File: src/rtl/mlp_eval_harness_pkg.sv
// Shared types and helpers for the printed-MLP evaluation harness.
package mlp_eval_pkg;

  typedef enum logic [1:0] {
    IDLE,
    SETTLE,
    REPORT
  } state_e;

  localparam int unsigned SETTLE_CYC_DEF = 8;

  // Settle-counter width: $clog2 of the settle time, never narrower than one bit.
  function automatic int unsigned settle_w(input int unsigned cyc);
    return ($clog2(cyc) < 1) ? 1 : $clog2(cyc);
  endfunction

  localparam int unsigned SETTLE_W_DEF = settle_w(SETTLE_CYC_DEF);

  function automatic logic [63:0] sat_inc(input logic [63:0] v, input int unsigned w);
    logic [63:0] max_v;
    max_v = (w >= 64) ? '1 : ((64'd1 << w) - 64'd1);
    return (v >= max_v) ? v : v + 64'd1;
  endfunction

endpackage

File: src/rtl/mlp_eval_harness_if.sv
// Sample-in / result-out stream bundle of the evaluation harness.
interface mlp_eval_harness_if #(
  parameter int unsigned NUM_A    = 21,
  parameter int unsigned WIDTH_A  = 4,
  parameter int unsigned OUTWIDTH = 2
);
  logic                       s_valid;
  logic                       s_ready;
  logic [NUM_A*WIDTH_A-1:0]   s_feat;
  logic [OUTWIDTH-1:0]        s_label;
  logic                       s_last;
  logic                       r_valid;
  logic                       r_ready;
  logic [OUTWIDTH-1:0]        r_class;
  logic                       r_match;

  modport master (
    output s_valid, s_feat, s_label, s_last, r_ready,
    input  s_ready, r_valid, r_class, r_match
  );

  modport slave (
    input  s_valid, s_feat, s_label, s_last, r_ready,
    output s_ready, r_valid, r_class, r_match
  );
endinterface

File: src/rtl/mlp_eval_harness_sat_counter.sv
// Saturating up-counter; a synchronous clear takes priority over increment.
module sat_counter
  import mlp_eval_pkg::*;
#(
  parameter int unsigned W = 16
) (
  input  logic         clk,
  input  logic         rst_n,
  input  logic         inc_i,
  input  logic         clr_i,
  output logic [W-1:0] cnt_o
);
  logic [W-1:0] cnt_q, cnt_d;

  always_comb begin
    cnt_d = cnt_q;
    if (clr_i) begin
      cnt_d = '0;
    end else if (inc_i) begin
      cnt_d = W'(sat_inc(64'(cnt_q), W));
    end
  end

  always_ff @(posedge clk or negedge rst_n) begin
    if (!rst_n) cnt_q <= '0;
    else        cnt_q <= cnt_d;
  end

  assign cnt_o = cnt_q;
endmodule

File: src/rtl/mlp_eval_harness.sv
// Drives labelled samples into a combinational classifier, waits a settle time,
// captures and scores the class, and keeps saturating accuracy counters.
module mlp_eval_harness
  import mlp_eval_pkg::*;
#(
  parameter int unsigned NUM_A      = 21,
  parameter int unsigned WIDTH_A    = 4,
  parameter int unsigned OUTWIDTH   = 2,
  parameter int unsigned SETTLE_CYC = 8,
  parameter int unsigned CNT_W      = 16
) (
  input  logic                     clk,
  input  logic                     rst_n,
  mlp_eval_harness_if.slave        s,
  output logic [NUM_A*WIDTH_A-1:0] dut_inp,
  input  logic [OUTWIDTH-1:0]      dut_out,
  input  logic                     clr,
  output logic [CNT_W-1:0]         total_cnt,
  output logic [CNT_W-1:0]         correct_cnt,
  output logic                     done
);
  localparam int unsigned   SW          = settle_w(SETTLE_CYC);
  localparam logic [SW-1:0] SETTLE_LOAD = SW'(SETTLE_CYC - 1);

  state_e                   state_q, state_d;
  logic [SW-1:0]            cnt_q, cnt_d;
  logic [NUM_A*WIDTH_A-1:0] feat_q, feat_d;
  logic [OUTWIDTH-1:0]      label_q, label_d;
  logic                     last_q, last_d;
  logic [OUTWIDTH-1:0]      class_q, class_d;
  logic                     match_q, match_d;
  logic                     done_q, done_d;
  logic                     inc_total, inc_correct;

  always_comb begin
    state_d     = state_q;
    cnt_d       = cnt_q;
    feat_d      = feat_q;
    label_d     = label_q;
    last_d      = last_q;
    class_d     = class_q;
    match_d     = match_q;
    done_d      = done_q;
    inc_total   = 1'b0;
    inc_correct = 1'b0;
    s.s_ready   = 1'b0;
    s.r_valid   = 1'b0;

    unique case (state_q)
      IDLE: begin
        // Gated by rst_n so the stream sees "not ready" throughout reset.
        s.s_ready = ~done_q & rst_n;
        if (s.s_valid && !done_q) begin
          feat_d  = s.s_feat;
          label_d = s.s_label;
          last_d  = s.s_last;
          cnt_d   = SETTLE_LOAD;
          state_d = SETTLE;
        end
      end
      SETTLE: begin
        if (cnt_q == '0) begin
          class_d     = dut_out;
          match_d     = (dut_out == label_q);
          inc_total   = 1'b1;
          inc_correct = (dut_out == label_q);
          state_d     = REPORT;
        end else begin
          cnt_d = cnt_q - SW'(1);
        end
      end
      REPORT: begin
        s.r_valid = 1'b1;
        if (s.r_ready) begin
          if (last_q) done_d = 1'b1;
          state_d = IDLE;
        end
      end
      default: state_d = IDLE;
    endcase

    if (clr) done_d = 1'b0;
  end

  always_ff @(posedge clk or negedge rst_n) begin
    if (!rst_n) begin
      state_q <= IDLE;
      cnt_q   <= '0;
      feat_q  <= '0;
      label_q <= '0;
      last_q  <= 1'b0;
      class_q <= '0;
      match_q <= 1'b0;
      done_q  <= 1'b0;
    end else begin
      state_q <= state_d;
      cnt_q   <= cnt_d;
      feat_q  <= feat_d;
      label_q <= label_d;
      last_q  <= last_d;
      class_q <= class_d;
      match_q <= match_d;
      done_q  <= done_d;
    end
  end

  sat_counter #(.W(CNT_W)) u_total (
    .clk   (clk),
    .rst_n (rst_n),
    .inc_i (inc_total),
    .clr_i (clr),
    .cnt_o (total_cnt)
  );

  sat_counter #(.W(CNT_W)) u_correct (
    .clk   (clk),
    .rst_n (rst_n),
    .inc_i (inc_correct),
    .clr_i (clr),
    .cnt_o (correct_cnt)
  );

  assign dut_inp   = feat_q;
  assign s.r_class = class_q;
  assign s.r_match = match_q;
  assign done      = done_q;
endmodule

File: src/flat_wrapper.sv
// flat-port wrapper written by rule: the top's interface ports become plain ports
module mlp_eval_harness_flat import mlp_eval_pkg::*;
#(
  parameter int unsigned NUM_A      = 21,
  parameter int unsigned WIDTH_A    = 4,
  parameter int unsigned OUTWIDTH   = 2,
  parameter int unsigned SETTLE_CYC = 8,
  parameter int unsigned CNT_W      = 16
)
  (clk, rst_n, dut_inp, dut_out, clr, total_cnt, correct_cnt, done, s_s_valid, s_s_feat, s_s_label, s_s_last, s_r_ready, s_s_ready, s_r_valid, s_r_class, s_r_match);
  mlp_eval_harness_if #(.NUM_A(NUM_A), .WIDTH_A(WIDTH_A), .OUTWIDTH(OUTWIDTH)) s_i ();
  input  logic clk;
  input  logic rst_n;
  output logic [NUM_A*WIDTH_A-1:0] dut_inp;
  input  logic [OUTWIDTH-1:0] dut_out;
  input  logic clr;
  output logic [CNT_W-1:0] total_cnt;
  output logic [CNT_W-1:0] correct_cnt;
  output logic done;
  input wire logic [$bits(s_i.s_valid)-1:0] s_s_valid;
  input wire logic [$bits(s_i.s_feat)-1:0] s_s_feat;
  input wire logic [$bits(s_i.s_label)-1:0] s_s_label;
  input wire logic [$bits(s_i.s_last)-1:0] s_s_last;
  input wire logic [$bits(s_i.r_ready)-1:0] s_r_ready;
  output wire logic [$bits(s_i.s_ready)-1:0] s_s_ready;
  output wire logic [$bits(s_i.r_valid)-1:0] s_r_valid;
  output wire logic [$bits(s_i.r_class)-1:0] s_r_class;
  output wire logic [$bits(s_i.r_match)-1:0] s_r_match;
  assign s_i.s_valid = s_s_valid;
  assign s_i.s_feat = s_s_feat;
  assign s_i.s_label = s_s_label;
  assign s_i.s_last = s_s_last;
  assign s_i.r_ready = s_r_ready;
  assign s_s_ready = s_i.s_ready;
  assign s_r_valid = s_i.r_valid;
  assign s_r_class = s_i.r_class;
  assign s_r_match = s_i.r_match;
  mlp_eval_harness #(.NUM_A(NUM_A), .WIDTH_A(WIDTH_A), .OUTWIDTH(OUTWIDTH), .SETTLE_CYC(SETTLE_CYC), .CNT_W(CNT_W)) u_core (.clk(clk), .rst_n(rst_n), .s(s_i), .dut_inp(dut_inp), .dut_out(dut_out), .clr(clr), .total_cnt(total_cnt), .correct_cnt(correct_cnt), .done(done));
endmodule
File: config.mk
export PLATFORM = sky130hd
export DESIGN_NAME = mlp_eval_harness_flat
export DESIGN_NICKNAME = d
export VERILOG_FILES = /design/src/rtl/mlp_eval_harness_pkg.sv /design/src/rtl/mlp_eval_harness_if.sv /design/src/rtl/mlp_eval_harness_sat_counter.sv /design/src/rtl/mlp_eval_harness.sv /design/src/flat_wrapper.sv
export SDC_FILE = /design/constraint.sdc
export NUM_CORES = 1
export LEC_CHECK = 0
export ABC_AREA = 1
export CAP_MARGIN = 20
export CORE_MARGIN = 4
export CORE_UTILIZATION = 35
export DETAILED_ROUTE_END_ITERATION = 8
export PLACE_DENSITY = 0.68
export RECOVER_POWER = 50
export SYNTH_ARGS = -nofsm -noshare
export SYNTH_HDL_FRONTEND = slang
export SYNTH_SLANG_ARGS = --single-unit
File: constraint.sdc
create_clock -name clk -period 3.7 [get_ports clk]
set_input_delay 0.74 -clock clk [delete_from_list [all_inputs] [get_ports clk]]
set_output_delay 0.74 -clock clk [all_outputs]
set_load 0.1 [all_outputs]
; ---- Word-level counts from Yosys, hierarchy flattened
; Cells that the tools add are included.
; W data, S select, Z words.
[word_totals]
ff_bits = 128
input_bits = 94
[op_classes]
add_sub_neg = 3
order_cmp = 2
eq_ne = 9
mux = 23
n_bitwise = 2
reduce_logical = 17
[ops]
columns = op, count
row1 = $mux W16, 6
row2 = $add A16 B1 Y16 const B, 2
row3 = $ge A16 B16 Y1 const B, 2
row4 = $reduce_bool A2 Y1, 6
row5 = $mux W1, 10
row6 = $reduce_and A3 Y1, 3
row7 = $ne A2 B2 Y1 const B, 4
row8 = $reduce_and A2 Y1, 4
row9 = $mux W2, 3
row10 = $mux W3, 2
row11 = $pmux W2 S3, 1
row12 = $pmux W3 S2, 1
row13 = $ne A2 B1 Y1 const B, 2
row14 = $logic_not A3 Y1, 1
row15 = $sub A3 B1 Y3 const B, 1
row16 = $eq A2 B1 Y1 const B, 1
row17 = $eq A2 B2 Y1, 1
row18 = $eq A2 B2 Y1 const B, 1
row19 = $logic_not A2 Y1, 1
row20 = $and A1 B1 Y1, 1
row21 = $logic_and A1 B1 Y1, 1
row22 = $logic_not A1 Y1, 1
row23 = $not A1 Y1, 1

; ---- Longest topological paths before layout
; Gate-level depths: netlist (run 1).
[logic_depth]
ltp_word = 5
mapped_depth = 11
ltp_nobuf = 10

; ---- Cells and area by module
; Synthesis (run 1) repeated with hierarchy kept, for this count alone.
[hier_totals]
hier_cells = 769
area_unflattened_um2 = 6059.6
[by_module_without_submodules]
columns = mod, n_inst, cells_each, area_per_inst_um2, seq_area_each_um2
row1 = mlp_eval_harness, 1, 443, 3907.5, 2402.3
row2 = sat_counter, 2, 163, 1076.0, 400.4

; ---- Least setup slack after synthesis (run 1)
; Ideal clock, no wire load.
[synth_timing]
path_type = reg2out
from = register u_core.done_q, in the netlist u_core.done
to = output s_s_ready
t_arrival_ns = 2.155
required_ns = 2.960
slack_ns = 0.805
stages_incl_launch_ff = 2
cell_sequence = dfrtp_1 nor2_1
[synth_between]
elab_chain_cells = 3
[synth_rtl]
columns = element, line
row1 = start: declaration, mlp_eval_harness.sv:32  ; logic done_q, done_d;
row2 = start signal: assignment, mlp_eval_harness.sv:103  ; done_q <= done_d;
row3 = $not A1 Y1, mlp_eval_harness.sv:52  ; s.s_ready = ~done_q & rst_n;
row4 = $and A1 B1 Y1, mlp_eval_harness.sv:52
row5 = $mux W1, mlp_eval_harness.sv:49  ; unique case (state_q)
row6 = end: declaration, flat_wrapper.sv:25  ; output wire logic [$bits(s_i.s_ready)-1:0] s_s_ready;
; No other way between the ends.

; ---- Final worst setup path (run 1)
[layout_timing]
from = input s_s_valid
to = register u_core.feat_q[26], in the netlist u_core.dut_inp[26]
[layout_between]
elab_chain_cells = 2
[layout_rtl]
columns = element, line
row1 = start: declaration, flat_wrapper.sv:20  ; input wire logic [$bits(s_i.s_valid)-1:0] s_s_valid;
row2 = $logic_and A1 B1 Y1, mlp_eval_harness.sv:53  ; if (s.s_valid && !done_q) begin
row3 = $reduce_and A2 Y1 (no line), -
row4 = end signal: assignment, mlp_eval_harness.sv:98  ; feat_q <= feat_d;
row5 = end: declaration, mlp_eval_harness.sv:27  ; logic [NUM_A*WIDTH_A-1:0] feat_q, feat_d;
; No other way between the ends.
; A chain may end at the register's enable or synchronous reset.

==> results.md, run 1 <==
* YS warnings at 0
* Synth top area share at 56.2%
* Vias at about 4,600
* Worst hold-check path type: reg -> reg
* Drt initial violations at 284
* Inserted Clock Buffers at 17
* Final setup viols at 0
* CP arrival at 3.35 ns
* WP buf/inv at 3
* Metal-1 WL at 5.64 mm
* Fin Setup TNS at 0 ns
* Starting Density at between 30 and 40%
* Setup CP Type: in -> reg
* Max Cap Viol at 2
* FF-to-FF Start: u_core.state_q[0]
* Total Routing Usage GR at 16.9%
* Clk root buf: clkbuf_16
* Sequential fraction of the synthesis area at a little under three fifths
* Final wirelength at 15.3 mm
* Share of cells above drive strength 1 at between 10% and 20%
* Cells after synthesis at 532
* Final hold slack at around 0.48 ns
* Largest net degree at the start of global routing at 92
* Worst skew pair latency at between 0.4 and 0.5 ns
* Flops & latches, synth at 128
* Hold depth at 1
* GP Congestion at 0.777
* Period utilization at roughly 83%
* Data required time at the worst endpoint at 3.99 ns
* Dpl hpwl at 11.2 mm
* Synth cell types at 31
* Die Y-Extent at 136 um
* Cell count of the worst reg-to-reg path at 5
* Synth top area cells: dfrtp_1 (56%), mux2_2 (15%), nand2_1 (7.6%), nor2_1 (2.8%), nand3_1 (2.4%)
* Slew Limit Fails at between 100 and 150
* CP max FO at 58
* CTS Sinks at ~130
* DRC Markers at 0
* Run status: finished with violations
* FF-to-FF End: u_core.dut_inp[26]
* Final nets at 854
* Initial antenna violation count at 0
* Top Ports at 216
* Fmax at 327 MHz
* Max_slew headroom at -11.4%
* CP max stage delay at 1.08 ns
* Hold Crit Start: u_core.cnt_q[0]
* Final Skew at 0.00958 ns
* Post-synth top area cell: dfrtp_1
* Std cell rows at between 40 and 50
* Port Buffer Count at 215
* Worst-margin pin slew at 1.67 ns
* Die area at ~0.018 mm^2
* Max clock buf depth at 2
* Resized cells post-CTS at 0
* Area growth from synthesis to layout at 52.4%
* Die Width at approximately 140 um
* Met3 Wirelength at ~1.2 mm
* CP delay by family, top: buffers and inverters
* Met2 wire length at 8.08 mm
* Routed Antenna Nets at 0
* # hold bufs at CTS at 0
* Critical Path Source Type: input pin
* Failing checks: max-capacitance violations, max-slew violations
* Critical path capture point type: flip-flop
* Number of cells on the critical path at 5
* Syn_nets at between 600 and 700
* Fin. Hold Viols at 0
* Final worst path period need at slightly above 3 ns
* Core box area at around 0.016 mm^2
* RSZ-0062 raised after global routing: no
* Vias per inst at 4.70
* Final core utilization at 54.5%
* Number of global-route vias before repair at 4,972
* CTS tree: built
* First-pass GRT wire length at between 20 and 25 mm
* Syn_area_per_cell at 10.7 um^2
* Clk slew on worst S/H paths at 0.05 ns
* FILL cells at ~1,400
* R2R Setup Slk at 1.01 ns
* Worst hold path endpoint: u_core.cnt_q[0]
* Post-DR wirelength/cell at 15.6 um
* Uppermost layer routed: met4
* Diodes inserted at 0
* Post-CTS Setup Inserts at 0
* Overflow after GRT at 0
* TritonRoute pass-1 iters at 4
* Mapped cell area at 0.00570 mm^2
* Slowest stage cell, crit path: clkbuf_2
* Crit path cell chain: dlygate4sd3_1 -> nand3_4 -> buf_4 -> clkbuf_2 -> mux2_2
* # H-tree levels at 4
-- sequential cells by signal, indices dropped and copies added (netlist names) --
| name | cells |
|---|---|
| u_core.done | 1 |
| u_core.u_total.cnt_o | 16 |
| u_core.dut_inp | 84 |
| u_core.cnt_q | 3 |
| u_core.last_q | 1 |
| u_core.s.r_class | 2 |
| u_core.state_q | 2 |
| u_core.u_correct.cnt_o | 16 |
| u_core.s.r_match | 1 |
| u_core.label_q | 2 |
-- per-stage QoR --
stage | cell area (um^2) | setup WS [ns] | instances
floorplan | 5700 | 0.805 | 532
global placement | 8060 | 0.805 | 952
detailed placement | 8060 | 0.672 | 952
CTS | 8710 | 0.868 | 984
global route | 8680 | 0.484 | 985
finish | 8680 | 0.640 | 985
-- synth_stat cells --
cell type and instances:
and2_1 1, inv_2 1, nand3_2 3, nor2_4 2, o21bai_1 3, dfrtp_1 128
nand2_4 1, xor2_1 9, a21oi_1 7, o21ai_0 19, nand2_2 3, o31ai_1 1
nor2_1 43, buf_12 1, buf_2 11, buf_4 2, nand3b_1 1, o21ai_2 6
nand2_1 116, mux2_1 11, nor3_1 2, o21ai_1 6, inv_1 35, ha_1 4
buf_6 1, nand4_1 10, nand3_1 27, xnor2_1 2, nor2_2 1, mux2_2 74
clkinv_2 1
-- worst register-to-register path: cells and delay by family (launching register included) --
kind	cells	cell delay (ns)
mux	1	0.49
simple gates	2	0.19
flops	1	0.44
buf+inv	2	1.46
-- layout make-up --
type	instances	area, um^2	area share [%]
clock buffer	23	498	5.73
tap	216	270	3.11
multi-input combinational	352	2240	25.8
timing repair buffer	220	2180	25.1
clock inverter	9	153	1.76
inverter	37	140	1.61
sequential	128	3200	36.9
-- how the worst max path moves through the flow --
| stage | startpoint | to | slack, ns |
|---|---|---|---|
| 4_1_cts | u_core.u_correct.cnt_o[7] | correct_cnt[7] | 0.87 |
| 6_report | s_s_valid | u_core.dut_inp[26] | 0.64 |
| 2_1_floorplan | u_core.done | s_s_ready | 0.80 |
| 3_3_place_gp | s_s_valid | u_core.cnt_q[1] | 0.81 |
| 3_5_place_dp | s_s_valid | u_core.cnt_q[1] | 0.67 |
| 5_1_grt | s_s_valid | u_core.dut_inp[26] | 0.48 |
-- cells in the final DEF, fill, tap and decap left out, drive strengths merged, types with 3 or more instances in the layout --
cell type	n
a21oi	7
bufinv	4
clkbuf	29
clkdlybuf4s50	210
clkinv	3
clkinvlp	3
dfrtp	128
ha	4
inv	36
mux2	85
nand2	120
nand3	30
nand4	10
nor2	46
o21ai	31
o21bai	3
xor2	9
-- per-layer routing --
| layer | vias up | global-route usage, % |
|---|---|---|
| li1 | 2205 | - |
| met1 | 2233 | 18.3 |
| met2 | 161 | 29.5 |
| met3 | 31 | 6.46 |
| met4 | 0 | 7.17 |
| met5 | - | 0 |
-- kinds of logic (layout without fill, tap and decap cells) --
| family | Yosys count | count (layout) | synth area share, % |
|---|---|---|---|
| and+or+nand+nor | 210 | 210 | 15.9 |
| adders and majority gates | 4 | 4 | 0.878 |
| AOI/OAI and AO/OA | 42 | 42 | 4.26 |
| buffers and inverters | 52 | 289 | 4.24 |
| muxes | 85 | 85 | 16.8 |
| xor gates and xnor gates | 11 | 11 | 1.69 |
| DFF | 128 | 128 | 56.2 |
Power of run 1 is not shown: default switching activity piles up to over one toggle a cycle in this logic, so the estimate is an artifact.
==> inputs of run 2 (changes only) <==
Clock period 3.7 ns to 3 ns, I/O delays scaled along.
==> results.md, run 2 (same netlist as run 1, synthesis figures left out) <==
* Share of cells above drive strength 1 at 24.9% (+8.8 points)
* Vias per inst at 4.65 (-1.1%)
* Inserted Clock Buffers at 17 (unchanged)
* Most frequent cells in the layout: dfrtp_1 (128), nand2_1 (116), clkdlybuf4s50_1 (90), mux2_2 (74), buf_4 (70)
* CP delay by family, top: buffers and inverters
* Final Skew at 0.00428 ns (-0.00530 ns)
* DRC Markers at 0 (unchanged)
* Diodes inserted at 0 (unchanged)
* Clk root buf: clkbuf_16
* Starting Density at 35.7% (unchanged)
* Die Y-Extent at 136 um (unchanged)
* Core box area at 0.0159 mm^2 (unchanged)
* Final nets at 852 (-0.23%)
* Fin. Hold Viols at 0 (unchanged)
* CP max FO at 2 (-97%)
* Vias at 4,563 (-1.4%)
* Resized cells post-CTS at 0 (unchanged)
* Critical path capture point type: output pin
* Max Cap Viol at 1 (-1)
* Data required time at the worst endpoint at 2.40 ns (-1.59 ns)
* Run status: finished with violations
* Post-CTS Setup Inserts at 0 (unchanged)
* Overflow after GRT at 0 (unchanged)
* Dpl hpwl at 10.4 mm (-7.2%)
* Final wirelength at 14.3 mm (-6.7%)
* # hold bufs at CTS at 0 (unchanged)
* # H-tree levels at 4 (unchanged)
* Crit path cell chain: clkbuf_1
* Failing checks: max-capacitance violations, max-slew violations
* CTS tree: built
* Port Buffer Count at 215 (unchanged)
* Post-DR wirelength/cell at 14.6 um (-6.4%)
* Final setup viols at 0 (unchanged)
* Total Routing Usage GR at 15.8% (-1.1 points)
* Worst skew pair latency at 0.41 ns (about the same)
* Period utilization at 75.1%
* Worst hold-check path type: reg -> reg
* Std cell rows at 46 (unchanged)
* Max clock buf depth at 2 (unchanged)
* TritonRoute pass-1 iters at 4 (unchanged)
* Largest net degree at the start of global routing at 129 (+40%)
* Routed Antenna Nets at 0 (unchanged)
* Max_slew headroom at -17.9% (-6.4 points)
* WP buf/inv at 1 (-2)
* Worst slack, placed at 0.631 ns (-0.0404 ns)
* Drt initial violations at 303 (+6.7%)
* Area growth from synthesis to layout at 43.0%
* Top Ports at 216 (unchanged)
* Fin Setup TNS at 0 ns (unchanged)
* Slew Limit Fails at 129 (-0.77%)
* Setup CP Type: reg -> out
* CP max stage delay at 0.90 ns (-0.18 ns)
* Critical Path Source Type: flip-flop
* Slowest stage cell, crit path: clkbuf_1
* Die area at 0.0184 mm^2 (unchanged)
* Commonest non-fill, non-tap cell in the layout: dfrtp_1
* Worst-margin pin slew at 1.77 ns (+0.0966 ns)
* CTS Sinks at 128 (unchanged)
* Die Width at 136 um (unchanged)
* RSZ-0062 raised after global routing: no
* Final worst path period need at ~2.3 ns
* Fmax at 444 MHz
* Initial antenna violation count at 0 (unchanged)
* CP arrival at 1.65 ns (-1.70 ns)
* GP Congestion at 0.863 (+11%)
* Clk slew on worst S/H paths at 0.05 ns (about the same)
* Number of global-route vias before repair at 4,703 (-5.4%)
* Max FFs per register at 84 (unchanged)
* First-pass GRT wire length at 23.3 mm (-5.4%)
* Final worst slack at 0.748 ns (+0.108 ns)
[run 2: cell types whose count changed in the layout (fill, tap and decap cells not counted), moves of 2 or more]
| cell | delta |
|---|---|
| buf_4 | +69 |
| clkbuf_1 | +50 |
| clkbuf_2 | -3 |
| clkbuf_8 | -2 |
| clkdlybuf4s50_1 | -120 |
[run 2: metal layers]
| metal | GRT usage (%) | share of wire (%) | vias up |
|---|---|---|---|
| li1 | - | - | 2206 |
| met1 | 18.2 | 38 | 2189 |
| met2 | 26.6 | 51 | 137 |
| met3 | 6.24 | 8.1 | 31 |
| met4 | 6.27 | 2.2 | 0 |
| met5 | 0 | 0 | - |
[run 2: stage by stage]
step                      cell area (um^2)  hold WS (ns)  utilization [%]  std cells
final                                 8150         0.471             51.1        982
after detailed placement              7780         0.465             48.8        951
after global routing                  8150         0.498             51.1        982
after floorplan                       5700         0.304                -        532
after CTS                             8380         0.363             52.6        982
after global placement                7780         0.454             48.8        951
[run 2: area by class of cell]
| type | instances | area (um^2) |
|---|---|---|
| Multi-Input combinational cell | 352 | 2240 |
| Clock inverter | 10 | 135 |
| Sequential cell | 128 | 3200 |
| Inverter | 37 | 140 |
| Clock buffer | 21 | 470 |
| Fill cell | 1475 | 7790 |
| Timing Repair Buffer | 218 | 1690 |
| Tap cell | 216 | 270 |
[run 2: path summary, 6_finish.rpt]
kind                                          from                         to  depth (start not counted)  slack (ns)
worst min register to register     u_core.cnt_q[0]            u_core.cnt_q[0]                          1        0.47
max in group asynchronous                    rst_n            u_core.cnt_q[1]                          2        0.97
worst max-delay path            u_core.dut_inp[66]                dut_inp[66]                          1        0.75
min in group asynchronous                    rst_n  u_core.u_correct.cnt_o[4]                          2        0.83
worst max register to register     u_core.cnt_q[0]  u_core.u_correct.cnt_o[4]                         10        0.94
worst min-delay path               u_core.cnt_q[0]            u_core.cnt_q[0]                          1        0.47
Power of run 2 is left out for the same reason.
==> inputs of run 3 (changes only) <==
Settings changed: PLACE_DENSITY 0.68 to 0.71.
Clock period 3 ns to 1.85 ns, I/O delays scaled along.
==> results.md, run 3 (same netlist as run 1, synthesis figures left out) <==
* TritonRoute pass-1 iters at 4 (unchanged)
* Final nets at 866 (+1.6%)
* DRC Markers at 0 (unchanged)
* Die area at 0.0184 mm^2 (unchanged)
* Final worst slack at 0.0775 ns (-0.670 ns)
* Overflow after GRT at 0 (unchanged)
* Max FFs per register at 84 (unchanged)
* Commonest non-fill, non-tap cell in the layout: nand2_1
* Cell count of the worst reg-to-reg path at 10 (unchanged)
* # hold bufs at CTS at 0 (unchanged)
* Worst skew pair latency at 0.41 ns (about the same)
* Final wirelength at 16.5 mm (+16%)
* CTS Sinks at 128 (unchanged)
* Max clock buf depth at 2 (unchanged)
* Run status: finished, final reports clean
* CP startpoint: u_core.state_q[0]
* Period utilization at 95.8%
* Critical Path Source Type: flip-flop
* Std cell rows at 46 (unchanged)
* Final Skew at 0.00843 ns (+0.00415 ns)
* Final worst path period need at about 1.8 ns
* Top Ports at 216 (unchanged)
* CP endpoint: s_s_ready
* Max Cap Viol at 0 (-1)
* Worst slack, placed at 0.0534 ns (-0.578 ns)
* FF-to-FF Start: u_core.u_total.cnt_o[0]
* CP max FO at 4 (+2)
* RSZ-0062 raised after global routing: no
* Clk slew on worst S/H paths at 0.05 ns (about the same)
* Most frequent cells in the layout: nand2_1 (114), dfrtp_1 (96), clkdlybuf4s50_1 (92), buf_12 (75), mux2_2 (74)
* Die Y-Extent at 136 um (unchanged)
* Post-DR wirelength/cell at 16.6 um (+14%)
* First-pass GRT wire length at 26.7 mm (+15%)
* Fmax at 564 MHz
* Setup CP Type: reg -> out
* # placed instances at 961 (+1.1%)
* Inserted Clock Buffers at 17 (unchanged)
* Share of cells above drive strength 1 at 37.9% (+13 points)
* Dpl hpwl at 12.5 mm (+20%)
* Fin cells at 997 (+1.5%)
* Final setup viols at 0 (unchanged)
* Fin. Hold Viols at 0 (unchanged)
* Vias per inst at 4.73 (+1.9%)
* Initial antenna violation count at 0 (unchanged)
* Number of global-route vias before repair at 5,107 (+8.6%)
* R2R Setup Slk at 0.09 ns (-0.85 ns)
* Die Width at 136 um (unchanged)
* CP arrival at 1.40 ns (-0.25 ns)
* FF-to-FF End: u_core.u_total.cnt_o[10]
* Area growth from synthesis to layout at 63.3%
* GP Congestion at 0.829 (-4.0%)
* Clk root buf: clkbuf_16
* Total Routing Usage GR at 18.7% (+2.9 points)
* Drt initial violations at 270 (-11%)
* Critical path capture point type: output pin
* CTS tree: built
* Data required time at the worst endpoint at 1.48 ns (-0.92 ns)
* Port Buffer Count at 215 (unchanged)
* Fin Setup TNS at 0 ns (unchanged)
* Starting Density at 35.7% (unchanged)
* Worst hold-check path type: in -> async
* Slew Limit Fails at 0 (-100%)
* # H-tree levels at 4 (unchanged)
* Routed Antenna Nets at 0 (unchanged)
* Largest net degree at the start of global routing at 129 (unchanged)
* Worst-margin pin slew at 1.22 ns (-0.552 ns)
* Diodes inserted at 0 (unchanged)
* Vias at 4,720 (+3.4%)
* Core box area at 0.0159 mm^2 (unchanged)
* Max_slew headroom at 18.9% (+37 points)
## run 3: worst min-delay path by stage
stage,startpoint,slack (ns),end,cells past startpoint
after floorplan,rst_n,0.07,u_core.cnt_q[0],0
after global placement,u_core.cnt_q[0],0.45,u_core.cnt_q[0],1
after detailed placement,u_core.cnt_q[0],0.47,u_core.cnt_q[0],1
after CTS,rst_n,0.16,u_core.u_correct.cnt_o[15],2
after global routing,u_core.cnt_q[0],0.50,u_core.cnt_q[0],1
final,rst_n,0.42,u_core.u_correct.cnt_o[6],2
## run 3: routing by layer
metal | vias up | GRT usage, % | routed length, um
met2 | 176 | 32.7 | 8620
met3 | 24 | 8.51 | 1540
met5 | - | 0 | 0
li1 | 2230 | - | -
met1 | 2290 | 20.0 | 6040
met4 | 0 | 6.72 | 336
## run 3: area by class of cell
cell class	instances	area [um^2]
Inverter	37	140
Tap cell	216	270
Clock buffer	22	464
Timing Repair Buffer	232	2780
Multi-Input combinational cell	352	2290
Fill cell	1315	6640
Sequential cell	128	3250
Clock inverter	10	111
## run 3: what timing repair did
item                                    4_1_cts  5_1_grt
endpoints found under the hold margin         0        0
resized for setup                             2        5
setup buffers                                 0        4
endpoints found under the setup margin        1       25
cloned                                        0        0
pin swaps                                     0        3
## run 3: metrics by stage
step | util [%] | cell area, um^2 | hold slack, ns
floorplan | - | 5750 | 0.0744
global placement | 59.3 | 9450 | 0.454
detailed placement | 59.3 | 9450 | 0.465
CTS | 62.9 | 10000 | 0.164
global route | 58.4 | 9310 | 0.500
finish | 58.4 | 9310 | 0.420
## run 3: worst max-delay path, stage by stage, from the launching register on
cell and delay, ns:
dfrtp_2 0.44, nor2_4 0.12, nand2_1 0.08, nor2_2 0.17
buf_12 0.19
Power of run 3 is left out for the same reason.
